## src/rtl/pulse_pair_gen_if.sv

```systemverilog
// Count-word handshake between the counter stage (master) and pulse_pair_gen (slave).
interface pulse_pair_gen_if #(
  parameter int unsigned CW = 9
);
  logic          cnt_valid;
  logic [CW-1:0] cnt_data;
  logic          cnt_ready;

  modport master (output cnt_valid, output cnt_data, input cnt_ready);
  modport slave  (input cnt_valid, input cnt_data, output cnt_ready);
endinterface

```

## src/rtl/pulse_pair_gen.sv

```systemverilog
// Turns buffered count words into an a-pulse / gap / b-pulse sequence whose
// widths come from bit fields of the word; counts completed pairs.
module pulse_pair_gen #(
  parameter int unsigned CW    = 9,
  parameter int unsigned DEPTH = 2
) (
  input  logic                  clk,
  input  logic                  rst_n,
  pulse_pair_gen_if.slave       cnt_if,
  output logic                  a,
  output logic                  b,
  output logic                  busy,
  output logic                  done,
  output logic [7:0]            pair_cnt
);

  localparam int unsigned AW = (DEPTH > 1) ? $clog2(DEPTH) : 1;
  localparam int unsigned OW = AW + 1;
  localparam int unsigned TW = 5;

  typedef enum logic [1:0] {IDLE, PA, GAP, PB} state_t;

  logic [CW-1:0] r_mem [DEPTH];
  logic [AW-1:0] r_wr_ptr;
  logic [AW-1:0] r_rd_ptr;
  logic [OW-1:0] r_occ;

  state_t        r_state;
  logic [TW-1:0] r_cnt;
  logic [1:0]    r_g;
  logic [3:0]    r_wb;

  logic          w_full;
  logic          w_empty;
  logic          w_push;
  logic          w_pop;
  logic [CW-1:0] w_head;

  assign w_full           = (r_occ == OW'(DEPTH));
  assign w_empty          = (r_occ == '0);
  assign cnt_if.cnt_ready = !w_full;
  assign w_push           = cnt_if.cnt_valid && !w_full;
  assign w_head           = r_mem[r_rd_ptr];
  // The FSM takes the head word whenever it is idle or finishing a b pulse.
  assign w_pop            = !w_empty &&
                            ((r_state == IDLE) || ((r_state == PB) && (r_cnt == '0)));

  // Buffer storage needs no reset; occupancy alone defines validity.
  always_ff @(posedge clk) begin
    if (w_push) begin
      r_mem[r_wr_ptr] <= cnt_if.cnt_data;
    end
  end

  always_ff @(posedge clk or negedge rst_n) begin
    if (!rst_n) begin
      r_wr_ptr <= '0;
      r_rd_ptr <= '0;
      r_occ    <= '0;
    end else begin
      if (w_push) r_wr_ptr <= r_wr_ptr + AW'(1);
      if (w_pop)  r_rd_ptr <= r_rd_ptr + AW'(1);
      case ({w_push, w_pop})
        2'b10:   r_occ <= r_occ + OW'(1);
        2'b01:   r_occ <= r_occ - OW'(1);
        default: r_occ <= r_occ;
      endcase
    end
  end

  // Phase sequencer; r_cnt holds remaining cycles minus one for the current phase.
  always_ff @(posedge clk or negedge rst_n) begin
    if (!rst_n) begin
      r_state  <= IDLE;
      r_cnt    <= '0;
      r_g      <= '0;
      r_wb     <= '0;
      a        <= 1'b0;
      b        <= 1'b0;
      busy     <= 1'b0;
      done     <= 1'b0;
      pair_cnt <= '0;
    end else begin
      case (r_state)
        IDLE: ;
        PA: begin
          if (r_cnt == '0) begin
            a <= 1'b0;
            if (r_g != 2'd0) begin
              r_state <= GAP;
              r_cnt   <= TW'(r_g) - TW'(1);
            end else begin
              r_state <= PB;
              r_cnt   <= TW'(r_wb);
              b       <= 1'b1;
              done    <= (r_wb == 4'd0);
            end
          end else begin
            r_cnt <= r_cnt - TW'(1);
          end
        end
        GAP: begin
          if (r_cnt == '0) begin
            r_state <= PB;
            r_cnt   <= TW'(r_wb);
            b       <= 1'b1;
            done    <= (r_wb == 4'd0);
          end else begin
            r_cnt <= r_cnt - TW'(1);
          end
        end
        PB: begin
          if (r_cnt == '0) begin
            r_state  <= IDLE;
            b        <= 1'b0;
            done     <= 1'b0;
            busy     <= 1'b0;
            pair_cnt <= pair_cnt + 8'd1;
          end else begin
            r_cnt <= r_cnt - TW'(1);
            done  <= (r_cnt == TW'(1));
          end
        end
        default: r_state <= IDLE;
      endcase

      // A pop overrides the end-of-pair defaults so back-to-back words have no gap.
      if (w_pop) begin
        r_state <= PA;
        r_cnt   <= TW'(w_head[4:2]);
        r_g     <= w_head[1:0];
        r_wb    <= w_head[8:5];
        a       <= 1'b1;
        busy    <= 1'b1;
      end
    end
  end

endmodule

```

## src/flat_wrapper.sv

```systemverilog
// flat-port wrapper written by rule: the top's interface ports become plain ports
module pulse_pair_gen_flat 
#(
  parameter int unsigned CW    = 9,
  parameter int unsigned DEPTH = 2
)
  (clk, rst_n, a, b, busy, done, pair_cnt, cnt_if_cnt_valid, cnt_if_cnt_data, cnt_if_cnt_ready);
  pulse_pair_gen_if #(.CW(CW)) cnt_if_i ();
  input  logic clk;
  input  logic rst_n;
  output logic a;
  output logic b;
  output logic busy;
  output logic done;
  output logic [7:0] pair_cnt;
  input wire logic [$bits(cnt_if_i.cnt_valid)-1:0] cnt_if_cnt_valid;
  input wire logic [$bits(cnt_if_i.cnt_data)-1:0] cnt_if_cnt_data;
  output wire logic [$bits(cnt_if_i.cnt_ready)-1:0] cnt_if_cnt_ready;
  assign cnt_if_i.cnt_valid = cnt_if_cnt_valid;
  assign cnt_if_i.cnt_data = cnt_if_cnt_data;
  assign cnt_if_cnt_ready = cnt_if_i.cnt_ready;
  pulse_pair_gen #(.CW(CW), .DEPTH(DEPTH)) u_core (.clk(clk), .rst_n(rst_n), .cnt_if(cnt_if_i), .a(a), .b(b), .busy(busy), .done(done), .pair_cnt(pair_cnt));
endmodule
```

## config.mk

```make
export PLATFORM = sky130hd
export DESIGN_NAME = pulse_pair_gen_flat
export DESIGN_NICKNAME = d
export VERILOG_FILES = /design/src/rtl/pulse_pair_gen_if.sv /design/src/rtl/pulse_pair_gen.sv /design/src/flat_wrapper.sv
export SDC_FILE = /design/constraint.sdc
export NUM_CORES = 1
export LEC_CHECK = 0
export CORE_MARGIN = 3
export CORE_UTILIZATION = 50
export DETAILED_ROUTE_END_ITERATION = 10
export PLACE_DENSITY = 0.85
export SLEW_MARGIN = 20
export SYNTH_ARGS = -nofsm -noshare
export SYNTH_HDL_FRONTEND = slang
export SYNTH_SLANG_ARGS = --single-unit
```

## constraint.sdc

```tcl
create_clock -name clk -period 2.1 [get_ports clk]
set_input_delay 0.42 -clock clk [delete_from_list [all_inputs] [get_ports clk]]
set_output_delay 0.42 -clock clk [all_outputs]
set_load 0.03 [all_outputs]
```

Yosys cells after proc, flatten, opt, wreduce, memory -nomap -nowiden
Memory sizes are Yosys's and may differ from the RTL's.
Index checks and enable logic that the tools add are counted.
{"block": "word_totals", "regBits": 29, "mem_bits_rw": 18, "input_bits": 12, "out_inout_bits": 13, "word_cells": 88, "mem_count": 1}
{"memory": "u_core.r_mem", "words": 2, "width": 9, "rd": 1, "rd_clocked_by_memory_dff": 0, "write_ports": 1, "line": "pulse_pair_gen.sv:23", "rtl": "logic [CW-1:0] r_mem [DEPTH];"}
{"block": "classes", "addsub": 7, "n_eq_ne": 15, "mux": 29, "reduce_logical": 24}
{"operator": "$mux W5", "n": 5}
{"operator": "$mux W1", "n": 15}
{"operator": "$pmux W5 S3", "n": 1}
{"operator": "$reduce_bool A2 Y1", "n": 5}
{"operator": "$add A8 B1 Y8 const B", "n": 1}
{"operator": "$eq A2 B2 Y1 const B", "n": 4}
{"operator": "$mux W2", "n": 4}
{"operator": "$reduce_and A2 Y1", "n": 4}
{"operator": "$reduce_and A4 Y1", "n": 2}
{"operator": "$ne A3 B1 Y1 const B", "n": 2}
{"operator": "$ne A3 B2 Y1 const B", "n": 2}
{"operator": "$pmux W1 S3", "n": 2}
{"operator": "$pmux W2 S3", "n": 1}
{"operator": "$eq A5 B1 Y1 const B", "n": 1}
{"operator": "$logic_not A5 Y1", "n": 1}
{"operator": "$reduce_and A5 Y1", "n": 1}
{"operator": "$sub A5 B1 Y5 const B", "n": 1}
{"operator": "$eq A2 B1 Y1 const B", "n": 2}
{"operator": "$logic_not A2 Y1", "n": 2}
{"operator": "$logic_not A4 Y1", "n": 1}
{"operator": "$ne A2 B1 Y1 const B", "n": 2}
{"operator": "$ne A2 B2 Y1 const B", "n": 2}
{"operator": "$pmux W2 S2", "n": 1}
{"operator": "$reduce_bool A4 Y1", "n": 1}
{"operator": "8 further kinds", "n": 12}

Depth between registers and ports, before layout
{"block": "depth", "ltp_word": 6, "depth_mapped": 9, "mapped_depth_nobuf": 7}

Least setup slack after synthesis
Ideal clock, no wire load.
{"block": "synth_path", "kind": "flip-flop to flip-flop", "startpoint": "register u_core.r_cnt[0]", "endpoint": "register u_core.pair_cnt[5]", "setup_ps": 133, "arrival_time_ps": 1899, "t_required_ps": 1967, "slack_ps": 68, "path_stages_with_launch": 9, "path_buffers": 1, "synth_period_minus_slack_ps": 2032, "path_cell_list": "dfrtp_1 inv_1 ha_1 or4b_4 buf_6 nor2_8 and4_4 nand3_2 xnor2_1"}
{"block": "synth_between", "elab_chain_len": 2}
{"item": "start: declaration", "line": "pulse_pair_gen.sv:29", "rtl": "logic [TW-1:0] r_cnt;"}
{"item": "start signal: assignment", "line": "pulse_pair_gen.sv:91", "rtl": "r_cnt <= TW'(r_g) - TW'(1);"}
{"item": "start signal: assignment", "line": "pulse_pair_gen.sv:94", "rtl": "r_cnt <= TW'(r_wb);"}
{"item": "start signal: assignment", "line": "pulse_pair_gen.sv:99", "rtl": "r_cnt <= r_cnt - TW'(1);"}
{"item": "$logic_not A5 Y1", "line": "pulse_pair_gen.sv:113", "rtl": "if (r_cnt == '0) begin"}
{"item": "$reduce_and A2 Y1 (no source line)"}
{"item": "end signal: assignment", "line": "pulse_pair_gen.sv:118", "rtl": "pair_cnt <= pair_cnt + 8'd1;"}
{"item": "end: declaration", "line": "pulse_pair_gen.sv:14", "rtl": "output logic [7:0] pair_cnt"}
No other way between the ends.
A chain may end at the register's enable or synchronous reset.

Worst setup path after layout
{"block": "layout_path", "startpoint": "register u_core.r_cnt[1]", "endpoint": "register u_core.r_cnt[2]"}
{"block": "layout_between", "elab_chain_len": 6, "word_cells_on_any_way": 13, "cone_classes": "1 x add/sub; 1 x eq/ne; 5 x mux; 6 x reduce/logical"}
{"item": "branches (longest 6 deep; another with $sub A5 B1 Y5)"}
Parallel ways; which one is timed is not known. The select of a mux whose other input is x is not followed.

==> results.py <==
metrics = {
    "clock_network": {
        "post-cts-setup-buffers": 0,
        "cts_max_level": 2,
        "ctsHoldBuffers": 0,
        "clkSinkCount": 47,
        "clockRootBuffer": "clkbuf_8",
        "cts_buffers": 5,
        "cts_max_path_buffers": 2,
        "clk_pin_slew_ns": 0.08,
        "tritoncts": "built",
        "clk-insertion-delay-late_ns": 0.30,
    },
    "die": {
        "coreArea_sq_um": 4140,
        "ios": 25,
        "rows": 23,
        "start_util_pct": 53.6,
        "die_h_um": 72.6,
        "die_area_sq_um": 5280,
        "chipWidth_um": 72.6,
    },
    "critical_path": {
        "r2r_end": "u_core.r_cnt[2]$_DFFE_PN0P_",
        "r2r-start": "u_core.r_cnt[1]$_DFFE_PN0P_",
        "rrSetupSlack_ns": 0.10,
        "startpoint_type": "register",
        "critPathArrivalTime_ns": 2.21,
        "reg2reg_depth": 8,
        "cp_max_fo": 6,
        "cp.required_ns": 2.31,
        "endpoint_kind": "register",
        "critPathKind": "reg -> reg",
    },
    "finish": {
        "post-route-cell-area_sq_um": 2700,
        "fillers": 325,
        "layoutNonFillerInstCount": 278,
        "post-route-util_pct": 65.1,
        "multi_input_area_sq_um": 908,
        "drive_gt1_share_pct": 13.2,
        "layout.nets": 249,
        "antenna_cells": 0,
        "regArea_sq_um": 1270,
        "syn_to_final_growth_pct": 21.5,
    },
    "placement": {
        "dp_slack_ns": -0.0536,
        "placed_cell_area_sq_um": 2570,
        "numPortBuffers": 24,
        "gp_congestion": 0.866,
        "dpl.cell_count": 270,
        "dp_hpwl_um": 3060,
    },
    "detailed_routing": {
        "drt_pass1_iterations": 4,
        "ant_nets": 0,
        "routedWlPerCell_um": 14.6,
        "via_count": 1511,
        "drc": 0,
        "avgViaCountPerCell": 5.44,
        "drt_iter0_markers": 90,
        "routed_wl_um": 4060,
    },
    "run_status": {
        "outcome": "finished, final reports clean",
    },
    "sta": {
        "setup_viol": 0,
        "relSlewSlack_pct": 59.7,
        "hold_viol_final": 0,
        "holdWs_ns": 0.470,
        "fin_crit_sh_pct": 95.0,
        "rsz0062_at_grt": "no",
        "finClkSkew_ns": 0.00822,
        "worstMarginPinSlew_ns": 0.605,
        "clock.fmax_mhz": 501,
        "final.setup.tns_ns": 0,
        "fin_ws_ns": 0.105,
        "drv_slew": 0,
        "fin_crit_ns": 2.00,
    },
    "synth": {
        "synth_xor_area_share_pct": 4.34,
        "synth.most_common_cell": "dfrtp_1",
        "synth_mux_area_share_pct": 5.01,
        "yosys.area_share.adder_pct": 5.63,
        "postSynthAreaPerCell_sq_um": 11.6,
        "synthArstFlopShare_pct": 61.7,
        "yosysWarnings": 0,
        "synth_compound_area_share_pct": 9.86,
        "synth-main-ff-cell": "dfrtp_1",
        "netlist_instances": 191,
        "synth_edf_count": 18,
        "synth_cell_types": 40,
        "yosysTopAreaCell": "dfrtp_1",
        "synth_top_family_by_area": "simple AND/OR/NAND/NOR gates",
        "synthTopCellsByArea": "dfrtp_1 33%, edfxtp_1 24%, ha_1 5.6%",
        "synth_fp_nets": 213,
        "synthSimpleGateAreaFrac_pct": 15.0,
        "synth_commonest_cells": "29 x dfrtp_1, 22 x nand2_1, 20 x nor2_1, 18 x edfxtp_1, 13 x o21ai_0",
        "synth-seq-cells": 47,
        "yosysSeqAreaShare_pct": 57.0,
        "syn_area_sq_um": 2220,
        "synth_top_area_share_pct": 32.7,
    },
    "power_and_ir_drop": {
        "p_sw_share_pct": 39.3,
        "p_leak_nw": 1.15,
        "design_power_total_mw": 3.99,
        "pwr-share-seq_pct": 38.7,
        "p_switching_mw": 1.57,
        "clockPowerShare_pct": 16.0,
        "pwr-share-comb_pct": 45.3,
        "p_int_mw": 2.42,
        "ir_worst_vdd_v": 0.000781,
        "p_per_area_nw_per_um2": 1480,
    },
    "global_route": {
        "grtUsageTotal_pct": 17.2,
        "grt_max_degree": 30,
        "use_met2_pct": 28.9,
        "grt.busiest_layer": "met2",
        "grt_pass1_vias": 1551,
        "grt_pass1_wl_um": 6910,
        "antenna_found_initial": 0,
        "grt_use_met1_pct": 20.8,
        "grtUsageMet3_pct": 5.79,
        "grt_overflow": 0,
    },
    "min_path": {
        "min_to": "u_core.pair_cnt[7]$_DFFE_PN0P_",
        "hold_path_depth": 1,
        "hold_path.startpoint": "u_core.pair_cnt[7]$_DFFE_PN0P_",
        "hp-class": "reg -> reg",
    },
    "run": {
        "maxCapViolations": 0,
    },
}
## metal layers
| metal | wire length [um] | vias to the layer above |
|---|---|---|
| met1 | 1780 | 722 |
| met2 | 2030 | 33 |
| li1 | - | 751 |
| met5 | 0 | - |
| met4 | 46 | 0 |
| met3 | 204 | 5 |
## cells in the final DEF, fill, tap and decap left out, drive strengths merged, types with 4 or more instances in the layout
cell / count
nand2: 22
clkbuf: 6
clkdlybuf4s50: 23
o22ai: 5
a21oi: 6
inv: 8
and3: 4
nor2: 21
dfrtp: 29
buf: 11
mux2i: 10
edfxtp: 18
ha: 10
xnor2: 9
o21ai: 13
## flip-flops by register name, indices dropped and copies added (netlist names), 2 cells and up
name,flops
u_core.r_wb,4
u_core.r_occ,2
u_core.pair_cnt,8
u_core.r_mem,18
u_core.r_g,2
u_core.r_cnt,5
u_core.r_state,2
## power groups by stage
stage | clock network, mW | registers, mW | logic [mW]
after CTS | 0.663 | 1.54 | 1.77
after global placement | 0 | 1.54 | 1.68
after detailed placement | 0 | 1.55 | 1.75
final | 0.639 | 1.54 | 1.81
after floorplan | 0 | 1.57 | 1.19
after global routing | 0.703 | 1.58 | 2.03
## worst max-delay path: stages, from the launching register on
cell,delay (ns)
dfrtp_1,0.42
inv_2,0.10
ha_4,0.15
or4b_4,0.51
nor2_8,0.15
buf_4,0.14
nor2_1,0.09
and3_1,0.22
o22ai_1,0.12
## worst max-delay path by stage
stage	from	end	slack (ns)	cells past startpoint
floorplan	u_core.r_cnt[0]$_DFFE_PN0P_	u_core.pair_cnt[5]$_DFFE_PN0P_	0.07	8
global placement	u_core.r_cnt[1]$_DFFE_PN0P_	u_core.r_cnt[1]$_DFFE_PN0P_	0.07	7
detailed placement	u_core.r_cnt[1]$_DFFE_PN0P_	u_core.r_cnt[0]$_DFFE_PN0P_	-0.05	7
CTS	u_core.r_cnt[1]$_DFFE_PN0P_	u_core.r_cnt[0]$_DFFE_PN0P_	0.01	8
global route	u_core.r_cnt[1]$_DFFE_PN0P_	u_core.r_cnt[2]$_DFFE_PN0P_	0.01	8
finish	u_core.r_cnt[1]$_DFFE_PN0P_	u_core.r_cnt[2]$_DFFE_PN0P_	0.10	8
## logic make-up after synthesis
group           Yosys count
simple gates             64
flops                    47
compound gates           34
buf+inv                  14
xor+xnor                 11
mux                      11
fa+ha+maj                10
## cell type report
class / count / area share [%]
clock buffers: 6 / 2.69
clock inverters: 2 / 1.39
inverters: 8 / 1.11
multi-input cells: 130 / 33.7
flip-flops and latches: 47 / 46.9
well taps: 50 / 2.32
repair buffers: 35 / 11.9
## what timing repair did
item | in CTS | in global routing
endpoints found under the setup margin | 7 | 11
hold endpoints to repair | 0 | 0
gates resized for setup | 3 | 5
Power figures use the tool's default switching activity.
